$ cat src/rtl/add_serial_pkg.sv
// add_serial_pkg: shared FSM states, counter sizing and saturation limits for add_serial
package add_serial_pkg;
    typedef enum logic [1:0] {IDLE, SHIFT, DONE} state_t;

    function automatic int clog2(input int v);
        int r;
        r = 0;
        while ((1 << r) < v) r++;
        return r;
    endfunction

    function automatic int sat_max(input int w);
        return (1 << (w - 1)) - 1;
    endfunction

    function automatic int sat_min(input int w);
        return -(1 << (w - 1));
    endfunction
endpackage

$ cat src/rtl/fa_bit.sv
// fa_bit: combinational 1-bit full adder
module fa_bit (
    input  logic a,
    input  logic b,
    input  logic cin,
    output logic s,
    output logic cout
);
    assign s    = a ^ b ^ cin;
    assign cout = (a & b) | (cin & (a ^ b));
endmodule

$ cat src/rtl/add_serial.sv
// add_serial: bit-serial signed adder, LSB first, with overflow flag.
// Define ADD_SERIAL_SATURATE_EN to clamp the sum on overflow instead of wrapping.
module add_serial
    import add_serial_pkg::*;
#(
    parameter int WIDTH = 6
) (
    input  logic             clk,
    input  logic             rst_n,
    input  logic             in_valid,
    output logic             in_ready,
    input  logic [WIDTH-1:0] a,
    input  logic [WIDTH-1:0] b,
    output logic             out_valid,
    input  logic             out_ready,
    output logic [WIDTH-1:0] sum,
    output logic             overflow
);
    localparam int CW = clog2(WIDTH);
`ifdef ADD_SERIAL_SATURATE_EN
    localparam logic [WIDTH-1:0] SAT_P = WIDTH'(sat_max(WIDTH));
    localparam logic [WIDTH-1:0] SAT_N = WIDTH'(sat_min(WIDTH));
`endif

    state_t           state;
    logic [WIDTH-1:0] ra, rb;
    logic [CW-1:0]    cnt;
    logic             carry, s, co;
    logic [WIDTH-1:0] sum_next;

    fa_bit u_fa (.a(ra[0]), .b(rb[0]), .cin(carry), .s(s), .cout(co));

    assign sum_next = {s, sum[WIDTH-1:1]};

    always_ff @(posedge clk) begin
        if (!rst_n) begin
            state     <= IDLE;
            in_ready  <= 1'b1;
            out_valid <= 1'b0;
            sum       <= '0;
            overflow  <= 1'b0;
            cnt       <= '0;
            carry     <= 1'b0;
        end else begin
            case (state)
                IDLE: if (in_valid) begin
                    ra       <= a;
                    rb       <= b;
                    carry    <= 1'b0;
                    cnt      <= '0;
                    in_ready <= 1'b0;
                    state    <= SHIFT;
                end
                SHIFT: begin
                    ra    <= ra >> 1;
                    rb    <= rb >> 1;
                    carry <= co;
                    cnt   <= cnt + 1'b1;
                    sum   <= sum_next;
                    // last bit: carry holds the carry into the MSB, co the carry out
                    if (cnt == CW'(WIDTH - 1)) begin
                        overflow  <= carry ^ co;
`ifdef ADD_SERIAL_SATURATE_EN
                        sum       <= (carry ^ co) ? (ra[0] ? SAT_N : SAT_P) : sum_next;
`endif
                        out_valid <= 1'b1;
                        state     <= DONE;
                    end
                end
                DONE: if (out_ready) begin
                    out_valid <= 1'b0;
                    in_ready  <= 1'b1;
                    state     <= IDLE;
                end
                default: state <= IDLE;
            endcase
        end
    end
endmodule

$ cat config.mk
export PLATFORM = sky130hd
export DESIGN_NAME = add_serial
export DESIGN_NICKNAME = d
export VERILOG_FILES = /design/src/rtl/add_serial_pkg.sv /design/src/rtl/fa_bit.sv /design/src/rtl/add_serial.sv
export SDC_FILE = /design/constraint.sdc
export NUM_CORES = 1
export LEC_CHECK = 0
export CAP_MARGIN = 20
export CORE_ASPECT_RATIO = 1.75
export CORE_MARGIN = 4
export CORE_UTILIZATION = 39
export CTS_CLUSTER_DIAMETER = 200
export DETAILED_ROUTE_END_ITERATION = 6
export DONT_BUFFER_PORTS = 1
export PLACE_DENSITY = 0.67
export SYNTH_ARGS = -nofsm -noshare
export SYNTH_HDL_FRONTEND = slang
export SYNTH_SLANG_ARGS = --single-unit
export TNS_END_PERCENT = 20
$ cat constraint.sdc
create_clock -name clk -period 1.5 [get_ports clk]
set_input_delay 0.3 -clock clk [delete_from_list [all_inputs] [get_ports clk]]
set_output_delay 0.3 -clock clk [all_outputs]
set_load 0.05 [all_outputs]
==> flow_summary.toml <==
[routing]
viasPerCell = 5.16
drtPass1Iterations = 4
ant_nets = 0
routed_wl_um = 2050
vias = 785
route.detailed.drc = 0
drtIter0Drc = 11
routedWlPerCell_um = 13.5

[floorplan]
rows = 26
die_h_um = 80.2
die-area_um2 = 3950
die_w_um = 49.3
ios = 25
start_util_pct = 40.1
coreArea_um2 = 2900

[synth]
synth.most_common_cell = "nand2_1"
ys_seq_area_share_pct = 56.8
synth_nets = 139
synth_top_area_share_pct = 31.0
synth_edf_count = 12
yosys.area.top_type = "edfxtp_1"
synth_area_leaders = "edfxtp_1 (31%), dfxtp_1 (26%), nand2_1 (13%), a21oi_1 (4.3%), inv_1 (2.3%)"
synth.avg_cell_area_um2 = 9.69
synthArstFlopShare_pct = 0
ys_warn_count = 0
synth.top_cells.by_count = "nand2_1 (41), dfxtp_1 (15), edfxtp_1 (12)"
ys_ff_latch = 27
synthesis.instances = 120
synth.distinct_cells = 28
syn_area_um2 = 1160
synth-main-ff-cell = "dfxtp_1"

[clocking]
htreeDepth = 1
max-clock-path-buffers = 2
path_clk_slew_ns = 0.09
cts_made_buffers = 3
clock-sinks = 27
cts_root_buf = "clkbuf_8"
post_cts.repair.setup_buffers = 0
cts_tree = "yes"
cts_hold_buffers = 0
insertion_delay_ns = 0.27

[status]
status = "completed"

[layout]
syn_to_final_growth_pct = 6.89
fin_nets = 144
drive_gt1_share_pct = 10.5
antenna_cells = 0

[setup_path]
crit_type = "reg2reg"
cp_data_required_time_ns = 1.67
cp-end-kind = "flip-flop"
cp_max_fo = 3
cp-start-kind = "flip-flop"
cp.arrival_ns = 1.52

[sta]
grt_setup_unrepaired = "false"
finalWorstSetupSlack_ns = 0.151
fin_tns_setup_ns = 0
fin_crit_ns = 1.35
finalSetupViolations = 0
slew_headroom_pct = 61.8
tightest_slew_ns = 0.572
skew_ns = 0.00734
report.final.slew_viol_count = 0
hold_viol_final = 0
timing.fmax_ghz = 0.741
finalCritPeriodShare_pct = 90.0

[run]
cap_violations = 0

[global_route]
grt_first_pass_wirelength_um = 3410
grt_use_total_pct = 11.1
grt_max_degree = 19
grt_pass1_vias = 785
overflow = 0
antenna_found_initial = 0

[power_and_ir_drop]
ir_drop_mv = 0.655
p_leak_nw = 0.499
powerDensity_nw_per_um2 = 1110

[place]
place_congestion = 0.765
portBuffers = 0
dp.final_hpwl_um = 1600
place_ws_ns = 0.127

[hold_path]
worstHoldPathType = "in2reg"
[worst max-delay path, stage by stage (launching register included)]
cell and delay (ns):
dfxtp_1 0.39, inv_1 0.08, fa_1 0.46, xnor2_1 0.14
mux2i_1 0.13, nor2_1 0.06
[where the power goes]
group          total [mW]  leakage, nW  internal [mW]  switching [mW]
sequential          0.856        0.238          0.811          0.0445
clock               0.401       0.0217          0.188           0.213
combinational       0.124        0.240         0.0515          0.0723
total                1.38        0.499           1.05           0.330
[through the flow]
step / total power [mW] / std cells / hold WS (ns) / utilization (%) / cell area, um^2
finish: 1.38 / 152 / 0.104 / 42.9 / 1240
CTS: 1.40 / 152 / 0.101 / 42.9 / 1240
floorplan: 0.973 / 120 / 0.376 / - / 1160
detailed placement: 0.999 / 148 / 0.383 / 41.2 / 1190
global placement: 0.994 / 148 / 0.385 / 41.2 / 1190
global route: 1.45 / 152 / 0.103 / 42.9 / 1240
[path summary, 6_finish.rpt]
kind              slack, ns  cells after the start        to  start
setup / recovery       0.15                      5  overflow  carry
hold / removal         0.10                      1  in_ready  rst_n
setup reg to reg       0.15                      5  overflow  carry
hold reg to reg        0.52                      2     rb[3]  rb[4]
[sequential cells by signal, indices dropped and copies added (netlist names)]
signal and cells:
rb 6, sum 6, ra 6, in_ready 1, out_valid 1, carry 1
overflow 1, state 2, cnt 3
[cell usage in the layout, fill, tap and decap left out, types with 2 or more instances in the layout]
cell type  instances
and2_1             2
a21oi_1           10
nand2b_1           2
a2bb2oi_1          2
o21ai_0            2
edfxtp_1          12
clkbuf_8           3
ha_1               2
mux2i_1            2
nor2_1             5
buf_4              5
nand2_1           41
inv_1              7
dfxtp_1           15
[cell families after synthesis]
| family | count (synthesis) | share of synthesized area, % |
|---|---|---|
| and+or+nand+nor | 58 | 21.5 |
| DFF | 27 | 56.8 |
| AOI/OAI and AO/OA | 17 | 9.15 |
| buffers and inverters | 12 | 6.13 |
| adders and majority gates | 3 | 3.87 |
| muxes | 2 | 1.72 |
| xor gates and xnor gates | 1 | 0.754 |
[final cells by class]
class | count | area, um^2
clock buffers | 3 | 41.3
clock inverters | 1 | 7.51
fillers | 297 | 1650
inverters | 7 | 26.3
multi-input cells | 81 | 434
flip-flops and latches | 27 | 661
well taps | 28 | 35.0
repair buffers | 5 | 37.5
[repair_timing]
item                       CTS  global route
hold endpoints to repair     0             0
resized for setup            0             1
setup endpoints to repair    0             4
[metal layers]
layer  up-vias  track usage, %  part of all wire [%]
met5         -               0                     0
met4         0            5.13                  0.93
met3         2            3.90                   9.4
met2        21            18.4                    49
met1       363            12.6                    41
li1        399               -                     -
Power figures use the tool's default switching activity.
==> variant: new RTL, config.mk and constraints unchanged <==
Change the parameter `WIDTH` from 6 to 8.
--- a/src/rtl/add_serial.sv
+++ b/src/rtl/add_serial.sv
@@ -5,3 +5,3 @@
 #(
-    parameter int WIDTH = 6
+    parameter int WIDTH = 8
 ) (
Ports: changed (resized a, b and sum); port bits go from 25 to 31. No check against the original RTL was run, so the function may have changed too.
==> variant against the original RTL <==
Routed wire length rose by 21%; highest routed layer unchanged; count of clock-buffer cells in the layout grew 5; via count increased by 24%; sequential cell count increased by 6; critical path depth is the same; non-clock buffer count is 3 higher; power rose by 43%; fmax decreased by 1.2%; design area increased by 29%; area after synthesis is 22% higher; worst setup slack worse by 0.016 ns.
==> variant: results (changes against the original RTL) <==
[run_status]
status=completed

[cts]
post_cts_resized=0  ; unchanged
ctsRootBufferMaster=clkbuf_8
clk_pin_slew_ns=0.07  ; -0.02 ns
cts_buffer_depth=2  ; unchanged
htreeDepth=2  ; +1
post_cts_buffers=0  ; unchanged
cts_made_buffers=5  ; +2
clk_latency_ns=0.28

[global_route]
antenna_found_initial=0  ; unchanged
grtUsageTotal_pct=12.9  ; +1.8 points
grt_max_degree=26  ; +7
grt_pass1_wl_mm=4.38  ; +29%
grt_pass1_vias=1038  ; +32%

[sta]
finClkSkew_ns=0.00615  ; -0.00119 ns
max-slew-margin-rel_pct=62.8  ; +0.98 points
holdWs_ns=0.102  ; -0.00176 ns

[cells_and_area]
final_nets=177  ; +23%
antenna_cells=0  ; unchanged
nFillCells=337  ; +13%
drive_gt1_share_pct=14.2  ; +3.7 points
top_regs=ra x8, rb x8, sum x8

[route]
dr.pass1.iters=4  ; unchanged
viasPerCell=4.85  ; -6.1%
first_iter_violations=35  ; +24
wl_per_cell_um=12.4  ; -8.1%

[synthesis]
ys.flop_type=dfxtp_1
synth_edf_count=16  ; +4
synth_nets=170  ; +22%
async_flop_share_pct=0  ; unchanged
synth_warnings=0  ; unchanged
synth_cell_types=25  ; -11%
seq_area_frac_synth_pct=57.8  ; +0.96 points
ys_top_cells_by_area=edfxtp_1 (34%), dfxtp_1 (24%), nand2_1 (16%), a21oi_1 (3.2%), a21oi_2 (2.5%)
synth_top_cells_by_count=nand2_1 (59), dfxtp_1 (17), edfxtp_1 (16), a21oi_1 (9), inv_1 (7)

[placed_design]
post-dp-hpwl_mm=1.79  ; +12%
place_ws_ns=0.135  ; +0.00818 ns
port_buffers=0  ; unchanged
gp_congestion=0.714  ; -6.7%

[critical_path]
cp_slowest_cell=fa_1
r2r_start=carry
worst_path_largest_cell_delay_ns=0.47
critical_path.top_delay_family=adder cells
r2r_cells=5  ; unchanged
rrSetupSlack_ns=0.13  ; -0.02 ns
crit_arrival_ns=1.58  ; +0.06 ns
path_max_fanout=3  ; unchanged
r2r_end=overflow

[min_path]
min_path_type=input pin to flip-flop
hold_end=in_ready
min-delay-start=rst_n
holdPathStages=1  ; unchanged

[power_and_ir_drop]
leakagePower_nw=0.631  ; +26%
ir_worst_vdd_mv=0.881  ; +35%

## variant: through the flow
| step | total power, W | instance area (µm²) | util (%) | cells |
|---|---|---|---|---|
| floorplan | 0.00118 | 1420 | - | 147 |
| global placement | 0.00121 | 1490 | 43.5 | 192 |
| detailed placement | 0.00122 | 1490 | 43.5 | 192 |
| CTS | 0.00200 | 1610 | 46.8 | 200 |
| global route | 0.00208 | 1610 | 46.8 | 200 |
| finish | 0.00198 | 1610 | 46.8 | 200 |
## variant: cell families (layout without fill, tap and decap cells)
logic type / Yosys count / after routing / synth area share, %
AO/OA/AOI/OAI: 24 / 24 / 11.3
XOR/XNOR: 1 / 1 / 0.617
adder cells (fa/ha/maj): 3 / 3 / 3.17
buffers and inverters: 15 / 23 / 6.61
flip-flops: 33 / 33 / 57.8
AND/OR/NAND/NOR: 71 / 71 / 20.5
## variant: cell type report
| type | count | area, µm² | share of cell area, % |
|---|---|---|---|
| sequential | 33 | 821 | 51.1 |
| inverter | 7 | 26.3 | 1.64 |
| timing repair buffer | 8 | 85.1 | 5.30 |
| clock buffer | 8 | 111 | 6.94 |
| multi-input combinational | 99 | 505 | 31.5 |
| tap | 45 | 56.3 | 3.51 |
## variant: metal layers
metal	GRT usage, %	wire length, µm
met1	14.1	990
met5	0	0
met3	4.94	210
met4	7.67	51
met2	20.7	1230
## variant: worst max path at each step
| stage | startpoint | cells after the start | slack, ns | end |
|---|---|---|---|---|
| finish | carry | 5 | 0.13 | overflow |
| global route | carry | 5 | 0.04 | overflow |
| CTS | carry | 5 | 0.12 | overflow |
| detailed placement | carry | 5 | 0.14 | overflow |
| global placement | state[1] | 3 | 0.20 | rb[7] |
| floorplan | state[1] | 2 | 0.05 | ra[0] |
## variant: report_power, final
| group | internal, W | switching, W |
|---|---|---|
| clock network | 0.000474 | 0.000313 |
| logic | 0.0000637 | 0.0000954 |
| registers | 0.000998 | 0.0000354 |
| total | 0.00154 | 0.000444 |
